==> src/rtl/game_pkg.sv <==
// Shared constants for the note-matrix display path: matrix geometry,
// row assignments for the game state rows, and the scan state encoding.
package game_pkg;

    localparam int NOTE_COLS = 12;
    localparam int DISP_ROWS = 4;

    localparam int ROW_CURR = 0;
    localparam int ROW_NEXT = 1;
    localparam int ROW_HOLD = 2;
    localparam int ROW_STAT = 3;

    typedef enum logic [0:0] {
        BLANK = 1'b0,
        DRIVE = 1'b1
    } disp_state_t;

endpackage

==> src/rtl/led_matrix_driver_frame_buffer.sv <==
// Double-buffered image store: a producer fills the shadow copy through a
// valid/ready handshake and the scanner promotes it to active at a frame wrap.
module frame_buffer
    import game_pkg::*;
#(
    parameter int ROWS = DISP_ROWS,
    parameter int COLS = NOTE_COLS
)(
    input  logic                   CLOCK_50,
    input  logic                   reset_n,
    input  logic [ROWS*COLS-1:0]   frame_data,
    input  logic                   load_valid,
    output logic                   load_ready,
    input  logic                   swap,
    output logic [ROWS*COLS-1:0]   active,
    output logic [ROWS*COLS-1:0]   active_next
);

    logic [ROWS*COLS-1:0] shadow;
    logic                 shadow_full;
    logic                 accept;

    assign load_ready = ~shadow_full;
    assign accept     = load_valid && ~shadow_full;

    // A load can only land while the shadow is empty and a swap only acts
    // while it is full, so the two never fight over shadow_full.
    assign active_next = (swap && shadow_full) ? shadow : active;

    always_ff @(posedge CLOCK_50 or negedge reset_n) begin
        if (!reset_n) begin
            shadow      <= '0;
            active      <= '0;
            shadow_full <= 1'b0;
        end else if (accept) begin
            shadow      <= frame_data;
            shadow_full <= 1'b1;
        end else if (swap && shadow_full) begin
            active      <= shadow;
            shadow_full <= 1'b0;
        end
    end

endmodule

==> src/rtl/led_matrix_driver.sv <==
// Multiplexed LED matrix scanner: blanks, then drives one row at a time with
// PWM-dimmed column data taken from a tear-free double-buffered image.
module led_matrix_driver
    import game_pkg::*;
#(
    parameter int ROWS        = DISP_ROWS,
    parameter int COLS        = NOTE_COLS,
    parameter int ROW_TICKS   = 50000,
    parameter int BLANK_TICKS = 500
)(
    input  logic                 CLOCK_50,
    input  logic                 reset_n,
    input  logic [ROWS*COLS-1:0] frame_data,
    input  logic                 load_valid,
    output logic                 load_ready,
    input  logic [3:0]           brightness,
    output logic [ROWS-1:0]      row_drv,
    output logic [COLS-1:0]      col_drv,
    output logic                 frame_start
);

    localparam int TICK_MAX  = (ROW_TICKS > BLANK_TICKS) ? ROW_TICKS : BLANK_TICKS;
    localparam int TW        = $clog2(TICK_MAX + 1);
    localparam int RW        = (ROWS > 1) ? $clog2(ROWS) : 1;
    localparam int SLICE_LEN = ROW_TICKS / 16;
    localparam int SW        = (SLICE_LEN > 1) ? $clog2(SLICE_LEN) : 1;

    localparam logic [TW-1:0] ROW_LAST   = TW'(ROW_TICKS - 1);
    localparam logic [TW-1:0] BLANK_LAST = TW'((BLANK_TICKS > 0) ? BLANK_TICKS - 1 : 0);
    localparam logic [SW-1:0] SUB_LAST   = SW'(SLICE_LEN - 1);
    localparam logic [RW-1:0] ROW_MAX    = RW'(ROWS - 1);

    localparam logic [0:0] ST_BLANK = BLANK;
    localparam logic [0:0] ST_DRIVE = DRIVE;

    logic [0:0]           state, state_n;
    logic [TW-1:0]        tick, tick_n;
    logic [RW-1:0]        row, row_inc, next_row;
    logic [3:0]           slice, slice_n;
    logic [SW-1:0]        sub, sub_n;
    logic                 blank_done, drive_done, enter_drive, swap;
    logic [ROWS*COLS-1:0] active, active_next;
    logic [ROWS-1:0]      row_drv_n;
    logic [COLS-1:0]      col_drv_n;
    logic                 frame_start_n;

    frame_buffer #(
        .ROWS (ROWS),
        .COLS (COLS)
    ) u_frame_buffer (
        .CLOCK_50    (CLOCK_50),
        .reset_n     (reset_n),
        .frame_data  (frame_data),
        .load_valid  (load_valid),
        .load_ready  (load_ready),
        .swap        (swap),
        .active      (active),
        .active_next (active_next)
    );

    assign blank_done  = (state == ST_BLANK) && (tick == BLANK_LAST);
    assign drive_done  = (state == ST_DRIVE) && (tick == ROW_LAST);
    assign row_inc     = (row == ROW_MAX) ? '0 : row + RW'(1);
    assign next_row    = drive_done ? row_inc : row;
    assign swap        = drive_done && (row == ROW_MAX);
    assign enter_drive = blank_done || (drive_done && (BLANK_TICKS == 0));

    // Next-state logic; the PWM slice runs off its own sub-counter so the
    // slice number never needs a divide by ROW_TICKS/16.
    always_comb begin
        state_n = state;
        tick_n  = tick + TW'(1);
        slice_n = slice;
        sub_n   = sub;
        if (enter_drive) begin
            state_n = ST_DRIVE;
            tick_n  = '0;
            slice_n = '0;
            sub_n   = '0;
        end else if (drive_done) begin
            state_n = ST_BLANK;
            tick_n  = '0;
        end else if (state == ST_DRIVE) begin
            if (sub == SUB_LAST) begin
                sub_n   = '0;
                slice_n = slice + 4'd1;
            end else begin
                sub_n = sub + SW'(1);
            end
        end
    end

    // Pin values are computed for the cycle being entered, so the outputs
    // are plain registers; active_next lets a wrap straight into row 0 see the new image.
    always_comb begin
        row_drv_n     = '0;
        col_drv_n     = '0;
        frame_start_n = enter_drive && (next_row == '0);
        if (state_n == ST_DRIVE) begin
            row_drv_n = ROWS'(1) << next_row;
            if (slice_n < brightness) begin
                col_drv_n = active_next[int'(next_row)*COLS +: COLS];
            end
        end
    end

    always_ff @(posedge CLOCK_50 or negedge reset_n) begin
        if (!reset_n) begin
            state       <= ST_BLANK;
            tick        <= '0;
            row         <= '0;
            slice       <= '0;
            sub         <= '0;
            row_drv     <= '0;
            col_drv     <= '0;
            frame_start <= 1'b0;
        end else begin
            state       <= state_n;
            tick        <= tick_n;
            row         <= next_row;
            slice       <= slice_n;
            sub         <= sub_n;
            row_drv     <= row_drv_n;
            col_drv     <= col_drv_n;
            frame_start <= frame_start_n;
        end
    end

endmodule

==> config.mk <==
export PLATFORM = sky130hd
export DESIGN_NAME = led_matrix_driver
export DESIGN_NICKNAME = d
export VERILOG_FILES = /design/src/rtl/game_pkg.sv /design/src/rtl/led_matrix_driver_frame_buffer.sv /design/src/rtl/led_matrix_driver.sv
export SDC_FILE = /design/constraint.sdc
export NUM_CORES = 1
export LEC_CHECK = 0
export ABC_AREA = 1
export BUFFER_PORTS_ARGS = -buffer_cell sky130_fd_sc_hd__buf_2
export CORE_ASPECT_RATIO = 0.9
export CORE_UTILIZATION = 57
export DETAILED_ROUTE_END_ITERATION = 16
export GPL_ROUTABILITY_DRIVEN = 0
export PLACE_DENSITY = 0.86
export REMOVE_ABC_BUFFERS = 1
export SYNTH_ARGS = -nofsm -noshare
export SYNTH_HDL_FRONTEND = slang
export SYNTH_HIERARCHICAL = 1
export SYNTH_SLANG_ARGS = --single-unit
==> constraint.sdc <==
create_clock -name CLOCK_50 -period 2.75 [get_ports CLOCK_50]
set_input_delay 0.1375 -clock CLOCK_50 [delete_from_list [all_inputs] [get_ports CLOCK_50]]
set_output_delay 0.1375 -clock CLOCK_50 [all_outputs]
set_load 0.01 [all_outputs]
Word level (Yosys, flattened, before mapping)
Cells that the tools add are included.
- add/sub/neg operators: 4
- multiply operators: 1
- order comparisons: 1
- equality and inequality tests: 5
- shifts and indexed selects: 2
- mux-type cells: 20
- bitwise gates (word level): 2
- reductions and logical operators: 10
- operators with widths (operator ; number):
    12-bit 2-to-1 mux ; 6
    48-bit 2-to-1 mux ; 1
    48-bit by 7-bit variable part select with 12-bit output ; 1
    16-bit 2-to-1 mux ; 2
    4-bit 2-to-1 mux ; 5
    16-bit by 1-bit adder with 16-bit output, second input constant ; 1
    16-bit equality test, second input constant ; 1
    16-bit by 9-bit equality test with 1-bit output, second input constant ; 1
    12-bit by 1-bit adder with 12-bit output, second input constant ; 1
    12-bit equality test, second input constant ; 1
    1-bit logical AND ; 6
    4-bit by 1-bit adder with 4-bit output, second input constant ; 1
    4-bit < comparator ; 1
    2-bit by 2-bit multiplier with 4-bit output, second input constant ; 1
    1-bit 2-to-1 mux ; 4
    2-bit 2-to-1 mux ; 2
    2-bit nonzero test ; 2
    1-bit by 2-bit << shifter with 4-bit output, first input constant ; 1
    2-bit by 1-bit adder with 2-bit output, second input constant ; 1
    2-bit equality test, second input constant ; 1
    2-bit logical NOT ; 1
    2-bit by 1-bit != test with 1-bit output, second input constant ; 1
    1-bit inverter ; 2
    2-bit AND reduction ; 1
- flip-flop bits (word level): 149
- input bits: 55
- output and inout bits: 18
- word-level logic and storage cells: 56

Logic depth before layout (Yosys ltp)
Gate-level depths: netlist of the first run.
- word-level depth: 8
- depth in mapped cells: 18
- mapped depth without buffers: 17

By module
The synthesis of the first run kept the hierarchy.
- modules (own cells, without submodules) (module ; times used ; cells each ; area each (um2) ; sequential area each (um2)):
    frame_buffer ; 1 ; 468 ; 3972.6 ; 2427.3
    led_matrix_driver ; 1 ; 434 ; 3199.3 ; 1301.2

Least setup slack after synthesis of the first run
No wires, ideal clock.
- kind: reg2reg
- from: reg sub[0]
- to: reg col_drv[10]
- setup time: 0.120 ns
- arrival: 2.047 ns
- path slack: 0.583 ns
- stages on the path, launching flop included: 19
- path buffers: 1
- period minus slack after synthesis: 2.167 ns
- path through: dfrtp_1 > inv_1 > ha_1 > nand2_1 > nor2_1 > nand2_1 > nor2_1 > nand3_2 > nor2_1 > nand2_1 > nand2_1 > nor2_1 > ha_1 > nand2_1 > inv_1 > nand2_1 > nand2_1 > buf_2 > nor2_1
- longest elaborated chain between the ends: 8
- ends and longest elaborated chain (what ; line ; RTL):
    start: declaration ; led_matrix_driver.sv:40 ; logic [SW-1:0] sub, sub_n;
    start signal: assignment ; led_matrix_driver.sv:122 ; sub <= sub_n;
    12-bit equality test ; led_matrix_driver.sv:84 ; if (sub == SUB_LAST) begin
    4-bit 2-to-1 mux ; led_matrix_driver.sv:84 ;
    4-bit 2-to-1 mux ; led_matrix_driver.sv:83 ; end else if (state == ST_DRIVE) begin
    4-bit 2-to-1 mux ; led_matrix_driver.sv:80 ; end else if (drive_done) begin
    4-bit 2-to-1 mux ; led_matrix_driver.sv:75 ; if (enter_drive) begin
    named net slice_n[3] ; led_matrix_driver.sv:39 ; logic [3:0] slice, slice_n;
    4-bit < comparator ; led_matrix_driver.sv:101 ; if (slice_n < brightness) begin
    12-bit 2-to-1 mux ; led_matrix_driver.sv:101 ;
    12-bit 2-to-1 mux ; led_matrix_driver.sv:99 ; if (state_n == ST_DRIVE) begin
    named net col_drv_n[10] ; led_matrix_driver.sv:44 ; logic [COLS-1:0] col_drv_n;
    end signal: assignment ; led_matrix_driver.sv:124 ; col_drv <= col_drv_n;
    end: declaration ; led_matrix_driver.sv:18 ; output logic [COLS-1:0] col_drv,
The timed path passes the listed nets, and every way through them passes these cells.
A chain may end at the register's enable or synchronous reset.

Final worst setup path of the first run
Ends and elaborated chain as after synthesis.

==> metrics.md, run 1 <==
| Metric | Value |
|---|---|
| TritonCTS sink count | 149 |
| Sum of negative setup slack | 0 ns |
| # nets final | 1073 |
| Minimum clock period | 2.51 ns |
| DRC viols | 0 |
| Crit path capture type | flip-flop |
| Vias in the first global route | 6174 |
| Pin count of the biggest net entering global routing | 62 |
| Total routed wirelength | 17.1 mm |
| Antenna violations before repair | 0 |
| Post-CTS Setup Bufs | 0 |
| Switch Pwr | 0.990 mW |
| Sequential share of the synthesized area | 0.520 |
| Maximum vdd drop | 0.000406 V |
| I/O Pins | 73 |
| Worst slew pin tran | 0.634 ns |
| Critical path class | reg2reg |
| # diodes | 0 |
| Num rows | 38 |
| Worst EP required | 3.10 ns |
| Die width | 120 um |
| Slew HR | 0.577 |
| Via Count | 6356 |
| Leak | 5.10 nW |
| Comb pwr share | 0.033 |
| MaxCap Viol Count | 0 |
| Crit-path max FO | 6 |
| Fillers | 888 |
| Die height | 108 um |
| Total power | 4.74 mW |
| Num CTS Buffers | 17 |
| Area delta synth->final | 20.9% |
| H-tree depth | 4 |
| Final setup fails | 0 |
| Die area | 13000 um^2 |
| Clk buf depth | 2 |
| Port Buffers | 72 |
| Overflow after GRT | 0 |
| Root Buffer | clkbuf_16 |
| Mapped Area | 7170 um^2 |
| Worst min path class | in2reg |
| Yosys cell types | 41 |
| Sequential power share | 0.463 |
| WL/cell | 14.4 um |
| Final Hold Fails | 0 |
| CTS tree | yes |
| Post-synth top area share | 0.520 |
| Syn Inst Count | 902 |
| Iter 0 DRT Violations | 673 |
| Ys Warns | 6 |
| Final HPWL DP | 10.0 mm |
| Clock slew at reported path FFs | 0.06 ns |
| Crit start category | flip-flop |
| First-pass DRT Iterations | 8 |
| Worst hold slack | 0.0250 ns |
| Ys async rst share | 1.00 |
| Clock Power Share | 0.504 |
| Arr. time, crit path | 2.86 ns |
| Synth top area cells | dfrtp_1, nand2_1, nand3_1 |
| RSZ-0062 raised after global routing | no |
| EDFF count, synth | 0 |
| Starting Density | 0.589 |
| Core Region | 12200 um^2 |
| Global-route wire length before repair | 28.6 mm |
| Pint | 3.75 mW |
| Clock latency on the worst-skew pair | 0.43 ns |
| Slew Limit Fails | 0 |
| Layout cells sized above 1 | 0.152 |
| Outcome | completed |
| Top FF cell, synth | dfrtp_1 |
| Tcrit/Tclk final | 0.914 |
| Sw Ratio | 0.209 |
| Syn Area/Cell | 7.95 um^2 |
| Yosys reg bits | 149 |
| Setup Skew | 0.00942 ns |
| Post-route ant nets | 0 |
| GRT Overall Usage | 0.282 |
| Most frequent cells in the layout | nand2_1, dfrtp_1, nand3_1 |
| Fmax | 398 MHz |
| Detailed-route vias per instance | 5.38 |
| Synth area leader | dfrtp_1 |
| Pwr dens | 547 nW/um^2 |
| Most common cell after layout, fill and taps aside | nand2_1 |
-- what timing repair did --
action / in CTS / in global routing
endpoints found under the setup margin: 0 / 12
hold buffers: 46 / 0
endpoints found under the hold margin: 91 / 0
gates resized for setup: 0 / 5
-- power groups by stage --
stage | sequential [mW] | combinational [mW] | clock, mW
final | 2.19 | 0.157 | 2.39
after global placement | 2.23 | 0.102 | 0
after CTS | 2.19 | 0.153 | 2.40
after detailed placement | 2.23 | 0.103 | 0
after floorplan | 2.23 | 0.00501 | 0
after global routing | 2.19 | 0.175 | 2.50
-- path summary, 6_finish.rpt --
kind	cells past startpoint	startpoint	slack, ns	to
worst min-delay path	3	frame_data[19]	0.03	u_frame_buffer/shadow[19]
max in group asynchronous	3	reset_n	1.64	sub[7]
worst max register to register	17	sub[0]	0.24	col_drv[10]
worst min register to register	2	u_frame_buffer/active[20]	0.47	u_frame_buffer/active[20]
worst max-delay path	17	sub[0]	0.24	col_drv[10]
min in group asynchronous	2	reset_n	0.22	u_frame_buffer/active[20]
-- area by class of cell --
type                    instances  area, um^2  area share
clock inverters                10         146      0.0169
repair buffers                130         942       0.109
clock buffers                  21         460      0.0531
flip-flops and latches        149        3730       0.430
inverters                      54         211      0.0244
well taps                     160         200      0.0231
multi-input cells             658        2980       0.344
-- sequential cells by signal, summed over array words and instances (netlist names), 2 cells and up --
signal and count:
row 2, u_frame_buffer/shadow 48, u_frame_buffer/active 48, sub 12
tick 16, slice 4, row_drv 4, col_drv 12
-- cell families after synthesis --
| kind of cell | share of synthesized area |
|---|---|
| AND/OR/NAND/NOR | 0.369 |
| flip-flops | 0.520 |
| buffers and inverters | 0.0682 |
| AO/OA/AOI/OAI | 0.0225 |
| adder cells (fa/ha/maj) | 0.0140 |
| XOR/XNOR | 0.00611 |
-- critical path, cell delays in order, from the launching register on --
cell and delay, ns:
dfrtp_1 0.38, inv_1 0.11, ha_1 0.18, nand2_1 0.06, nor2_1 0.09, nand2_1 0.09, nor2_2 0.16, nand3_2 0.14
nor2_2 0.15, nand2_1 0.08, nand2_1 0.07, nor2_1 0.06, ha_1 0.30, nand2_1 0.08, inv_1 0.04, nand2_1 0.14
nand2_2 0.16, nor2_1 0.17
-- layer usage --
| layer | track usage | vias to the layer above | part of all wire |
|---|---|---|---|
| li1 | - | 3070 | - |
| met1 | 0.359 | 3017 | 0.42 |
| met2 | 0.484 | 235 | 0.50 |
| met3 | 0.0580 | 34 | 0.057 |
| met4 | 0.0961 | 0 | 0.022 |
| met5 | 0 | - | 0 |
-- synthesized netlist by cell type (all sizes together) (4+ instances only) --
library cell / n
a21oi: 13
buf: 26
clkbuf: 16
dfrtp: 149
ha: 8
inv: 52
nand2: 415
nand3: 113
nand4: 7
nor2: 49
nor3: 22
nor4: 4
o21ai: 9
xor2: 5
-- through the flow --
stage                     cells  setup slack (ns)  instance area [um^2]  utilization
after floorplan             860             -1.78                  6890            -
after global placement     1104             0.361                  7580        0.623
after detailed placement   1104             0.204                  7580        0.623
after CTS                  1181             0.117                  8650        0.711
after global routing       1182          0.000831                  8670        0.712
final                      1182             0.236                  8670        0.712
Note: power is estimated with default switching activity, not from simulation.
==> run 2, diff against run 1 <==
- clock period: 2.75 -> 2.7 ns (I/O delays scaled with it)
==> metrics.md, run 2 (synthesized netlist as in run 1, its figures left out) <==
| Metric | Value |
|---|---|
| WL/cell | 14.5 um (was 14.4 um) |
| Critical path class | reg2reg (unchanged) |
| Root Buffer | clkbuf_16 (unchanged) |
| Slowest cell on the critical path | dfrtp_1 (unchanged) |
| Fillers | 890 (was 888) |
| Layout cells sized above 1 | 0.153 (was 0.152) |
| DP Cell Count | 1105 (was 1104) |
| Sequence of cells on the critical path | inv_1, ha_1, nand2_1, nor2_1, nand2_1, nor2_2, nand3_2, nor2_2, nand2_1, nand2_1, nor2_1, ha_1, a21oi_1, nand2_2, nor2_1 (was inv_1, ha_1, nand2_1, nor2_1, nand2_1, nor2_2, nand3_2, nor2_2, nand2_1, nand2_1, nor2_1, ha_1, nand2_1, inv_1, nand2_1, nand2_2, nor2_1) |
| # diodes | 0 (unchanged) |
| Critical path's most frequent cell | nand2_1 (unchanged) |
| Core Region | 12200 um^2 (unchanged) |
| H-tree depth | 4 (unchanged) |
| Clock latency on the worst-skew pair | 0.42 ns (was 0.43 ns) |
| Vias in the first global route | 6231 (was 6174) |
| Slew Limit Fails | 0 (unchanged) |
| Worst EP required | 3.04 ns (was 3.10 ns) |
| Slew HR | 0.594 (was 0.577) |
| Most common cell after layout, fill and taps aside | nand2_1 (unchanged) |
| Most frequent cells in the layout | nand2_1, dfrtp_1, nand3_1 (unchanged) |
| Iter 0 DRT Violations | 547 (was 673) |
| Overflow after GRT | 0 (unchanged) |
| Antenna violations before repair | 0 (unchanged) |
| Detailed-route vias per instance | 5.36 (was 5.38) |
| Setup Skew | 0.00991 ns (was 0.00942 ns) |
| Setup ws final | 0.227 ns (was 0.236 ns) |
| Worst slew pin tran | 0.607 ns (was 0.634 ns) |
| Clock slew at reported path FFs | 0.07 ns (was 0.06 ns) |
| DP Worst Slack | 0.178 ns (was 0.204 ns) |
| DRC viols | 0 (unchanged) |
| Hold EP | u_frame_buffer/shadow[19] (unchanged) |
| Worst min path class | in2reg (unchanged) |
| Final setup fails | 0 (unchanged) |
| TritonCTS sink count | 149 (unchanged) |
| Die area | 13000 um^2 (unchanged) |
| Via Count | 6355 (was 6356) |
| Die width | 120 um (unchanged) |
| Area delta synth->final | 21.0% (was 20.9%) |
| Largest registers | u_frame_buffer/active (48), u_frame_buffer/shadow (48), tick (16) (unchanged) |
| Worst R2R Start | sub[0] (unchanged) |
| Crit start category | flip-flop (unchanged) |
| Tcrit/Tclk final | 0.916 (was 0.914) |
| Post-route cell area | 8670 um^2 (about the same) |
| Leak | 5.10 nW (about the same) |
| CTS tree | yes (unchanged) |
| Minimum clock period | 2.47 ns (was 2.51 ns) |
| Post-route ant nets | 0 (unchanged) |
| Port Buffers | 72 (unchanged) |
| Hold_sp | frame_data[19] (unchanged) |
| Crit path capture type | flip-flop (unchanged) |
| R2R setup slack | 0.23 ns (was 0.24 ns) |
| Outcome | completed (unchanged) |
| Final Hold Fails | 0 (unchanged) |
| Layout Cells excl Fill | 1185 (was 1182) |
| # nets final | 1075 (was 1073) |
| Starting Density | 0.589 (unchanged) |
| Arr. time, crit path | 2.81 ns (was 2.86 ns) |
| Worst Reg-to-Reg Cells | 15 (was 17) |
| First-pass DRT Iterations | 6 (was 8) |
| Num rows | 38 (unchanged) |
| Global-route wire length before repair | 29.0 mm (was 28.6 mm) |
| Placed inst area | 7590 um^2 (was 7580 um^2) |
| Maximum vdd drop | 0.000466 V (was 0.000406 V) |
| Fmax | 404 MHz (was 398 MHz) |
| Pin count of the biggest net entering global routing | 62 (unchanged) |
| Num CTS Buffers | 17 (unchanged) |
| WHS Path Cells | 3 (unchanged) |
| GRT Overall Usage | 0.287 (was 0.282) |
| Final HPWL DP | 9.98 mm (was 10.0 mm) |
| Worst R2R End | col_drv[7] (was col_drv[10]) |
| Delay of the slowest cell on the worst path | 0.38 ns (about the same) |
| Total routed wirelength | 17.2 mm (was 17.1 mm) |
| Die height | 108 um (unchanged) |
| MaxCap Viol Count | 0 (unchanged) |
| Pwr dens | 551 nW/um^2 (was 547 nW/um^2) |
| I/O Pins | 73 (unchanged) |
| Crit-path max FO | 12 (was 6) |
| Clk buf depth | 2 (unchanged) |
run 2: changes by cell type in the layout (fill, tap and decap cells not counted), moves of 2 or more:
cell	delta
inv_6	+3
buf_4	+2
clkbuf_8	-2
inv_8	+2
run 2: worst max path at each step:
stage,startpoint,end,cells after the start
finish,sub[0],col_drv[7],15
floorplan,tick[0],col_drv[10],14
detailed placement,sub[0],col_drv[10],17
global placement,sub[0],col_drv[6],17
global route,sub[0],col_drv[7],15
CTS,sub[0],col_drv[1],17
run 2: per-layer routing:
layer,up-vias,GRT usage,share of wire
li1,3068,-,-
met1,2992,0.360,0.42
met2,254,0.486,0.50
met3,41,0.0612,0.059
met4,0,0.116,0.025
met5,-,0,0
run 2: critical path: cells and delay by family, from the launching register on:
family	cells	cell delay, ns
and+or+nand+nor	11	1.23
adders and majority gates	2	0.46
DFF	1	0.38
AOI/OAI and AO/OA	1	0.20
buffers and inverters	1	0.11
run 2: stage by stage:
step	utilization	hold slack, ns	power [mW]	TNS (ns)
5_1_grt	0.713	0.0273	4.92	-0.0280
3_5_place_dp	0.624	0.110	2.38	0
2_1_floorplan	-	-0.161	2.28	-95.01
6_report	0.713	0.0351	4.78	0
3_3_place_gp	0.624	0.105	2.38	0
4_1_cts	0.711	0.0130	4.80	0
run 2: repair_timing:
action	in CTS	in global routing
setup buffers	0	1
gates resized for setup	0	4
setup endpoints to repair	0	12
hold buffers	47	0
endpoints found under the hold margin	96	0
run 2: power by group:
group / internal, mW / switching, mW
combinational: 0.0795 / 0.0820
clock: 1.39 / 1.00
sequential: 2.23 / 0
total: 3.70 / 1.08
run 2: area by class of cell:
class,count,area [um^2],share of cell area
Multi-Input combinational cell,657,2970,0.343
Inverter,54,211,0.0244
Sequential cell,149,3730,0.430
Clock inverter,14,164,0.0189
Clock buffer,18,429,0.0495
Tap cell,160,200,0.0231
Timing Repair Buffer,133,967,0.111
==> run 3, diff against run 2 <==
- CTS_BUF_LIST: unset -> sky130_fd_sc_hd__clkbuf_2
==> metrics.md, run 3 (synthesized netlist as in run 1, its figures left out) <==
| Metric | Value |
|---|---|
| Clk buf depth | 2 (unchanged) |
| Clock slew at reported path FFs | 0.23 ns (was 0.07 ns) |
| Clock latency on the worst-skew pair | 0.71 ns (was 0.42 ns) |
| WP buf/inv | 1 (unchanged) |
| Pin count of the biggest net entering global routing | 62 (unchanged) |
| Critical path's most frequent cell | nand2_1 (unchanged) |
| Arr. time, crit path | 3.12 ns (was 2.81 ns) |
| Detailed-route vias per instance | 5.43 (was 5.36) |
| Fillers | 896 (was 890) |
| Slew HR | 0.590 (was 0.594) |
| Kind of cell adding the most delay to the critical path | simple AND/OR/NAND/NOR gates (unchanged) |
| Iter 0 DRT Violations | 596 (was 547) |
| H-tree depth | 4 (unchanged) |
| Most common cell after layout, fill and taps aside | nand2_1 (unchanged) |
| CTS tree | yes (unchanged) |
| DRC viols | 0 (unchanged) |
| TritonCTS sink count | 149 (unchanged) |
| Multi-input gate area | 2990 um^2 (was 2970 um^2) |
| Die area | 13000 um^2 (unchanged) |
| Pwr dens | 436 nW/um^2 (was 551 nW/um^2) |
| Total power | 3.74 mW (was 4.78 mW) |
| Worst EP required | 3.33 ns (was 3.04 ns) |
| First-pass DRT Iterations | 8 (was 6) |
| Vias in the first global route | 6297 (was 6231) |
| Largest registers | u_frame_buffer/active (48), u_frame_buffer/shadow (48), tick (16) (unchanged) |
| Core Region | 12200 um^2 (unchanged) |
| Starting Density | 0.589 (unchanged) |
| Area delta synth->final | 19.8% (was 21.0%) |
| Port Buffers | 72 (unchanged) |
| Layout Cells excl Fill | 1209 (was 1185) |
| Delay of the slowest cell on the worst path | 0.43 ns (was 0.38 ns) |
| Crit start category | flip-flop (unchanged) |
| DP Cell Count | 1105 (unchanged) |
| Post-route ant nets | 0 (unchanged) |
| Die height | 108 um (unchanged) |
| Final HPWL DP | 9.98 mm (unchanged) |
| Num rows | 38 (unchanged) |
| Slowest cell on the critical path | dfrtp_1 (unchanged) |
| Worst slew pin tran | 0.614 ns (was 0.607 ns) |
| Crit-path max FO | 43 (was 12) |
| GRT Overall Usage | 0.297 (was 0.287) |
| # nets final | 1098 (was 1075) |
| Total routed wirelength | 17.9 mm (was 17.2 mm) |
| I/O Pins | 73 (unchanged) |
| Layout cells sized above 1 | 0.155 (was 0.153) |
| Global-route wire length before repair | 29.9 mm (was 29.0 mm) |
| FF/Latch Area | 3730 um^2 (unchanged) |
| Final Hold Fails | 0 (unchanged) |
| Root Buffer | clkbuf_2 (was clkbuf_16) |
| Outcome | completed (unchanged) |
| Worst min path class | in2reg (unchanged) |
| Fmax | 403 MHz (was 404 MHz) |
| Num CTS Buffers | 17 (unchanged) |
| Antenna violations before repair | 1 (was 0) |
| Crit path capture type | flip-flop (unchanged) |
| Setup Skew | 0.0422 ns (was 0.00991 ns) |
| Sequence of cells on the critical path | ha_1, nand3_2, nor2_4, nand3_4, nor2_4, buf_12, nand3_1, nand2_1, nand2_1, nand2_1, nand2_1, nand2_1, nand2_1, nor2_1 (was inv_1, ha_1, nand2_1, nor2_1, nand2_1, nor2_2, nand3_2, nor2_2, nand2_1, nand2_1, nor2_1, ha_1, a21oi_1, nand2_2, nor2_1) |
| Minimum clock period | 2.48 ns (was 2.47 ns) |
| Overflow after GRT | 0 (unchanged) |
| Final setup fails | 0 (unchanged) |
| MaxCap Viol Count | 0 (unchanged) |
| Slew Limit Fails | 0 (unchanged) |
| Critical path class | reg2reg (unchanged) |
| WL/cell | 14.8 um (was 14.5 um) |
| Core Util, Final | 0.706 (was 0.713) |
| Most frequent cells in the layout | nand2_1, dfrtp_1, nand3_1 (unchanged) |
| Maximum vdd drop | 0.000364 V (was 0.000466 V) |
| Leak | 5.03 nW (was 5.10 nW) |
| Tcrit/Tclk final | 0.920 (was 0.916) |
| Via Count | 6560 (was 6355) |
| Die width | 120 um (unchanged) |
## run 3: cell count changes in the layout (fill, tap and decap cells not counted), sizes merged
cell	before	now
nand2	415	416
buf	86	87
diode	0	1
dlygate4sd3	47	68
## run 3: report_power, final
| part | internal [mW] | switching, mW |
|---|---|---|
| Combinational | 0.0881 | 0.0864 |
| Clock | 0.459 | 0.873 |
| Sequential | 2.24 | 0 |
## run 3: worst min-delay path, cell delays in order
cell     delay [ns]
buf_2          0.10
inv_1          0.09
ha_1           0.17
a21oi_2        0.05
nand2_2        0.13
nor2_1         0.06
## run 3: final timing paths
path                                                  end  cells past startpoint  slack, ns                       from
max in group asynchronous                        tick[12]                      4       1.73                    reset_n
min in group asynchronous        u_frame_buffer/active[3]                      4       0.52                    reset_n
worst min register to register  u_frame_buffer/active[29]                      2       0.50  u_frame_buffer/active[29]
worst max register to register                 col_drv[4]                     14       0.22                    tick[0]
worst min-delay path                           col_drv[8]                      6       0.05              brightness[3]
worst max-delay path                           col_drv[4]                     14       0.22                    tick[0]
## run 3: through the flow
stage	hold slack, ns	instance area (um^2)	setup TNS (ns)	setup WS (ns)
2_1_floorplan	-0.161	6890	-95.01	-1.83
3_3_place_gp	0.105	7590	0	0.310
3_5_place_dp	0.110	7590	0	0.178
4_1_cts	0.0190	8540	0	0.158
5_1_grt	0.0247	8590	-0.228	-0.0487
6_report	0.0522	8590	0	0.217
## run 3: timing repair
item / 4_1_cts / 5_1_grt
hold buffers: 68 / 1
hold endpoints to repair: 197 / 1
gates resized for setup: 0 / 7
setup buffers: 0 / 1
endpoints found under the setup margin: 0 / 12
## run 3: layout make-up
class	count	share of cell area
Multi-Input combinational cell	658	0.348
Tap cell	160	0.0233
Inverter	54	0.0246
Clock buffer	18	0.0105
Clock inverter	14	0.0191
Sequential cell	149	0.434
Antenna cell	1	0.000291
Timing Repair Buffer	155	0.140
## run 3: metal layers
metal	wire, um	part of all wire	GRT usage
met2	8840	0.49	0.495
met5	0	0	0
met1	7290	0.41	0.376
met3	1160	0.065	0.0543
met4	632	0.035	0.143
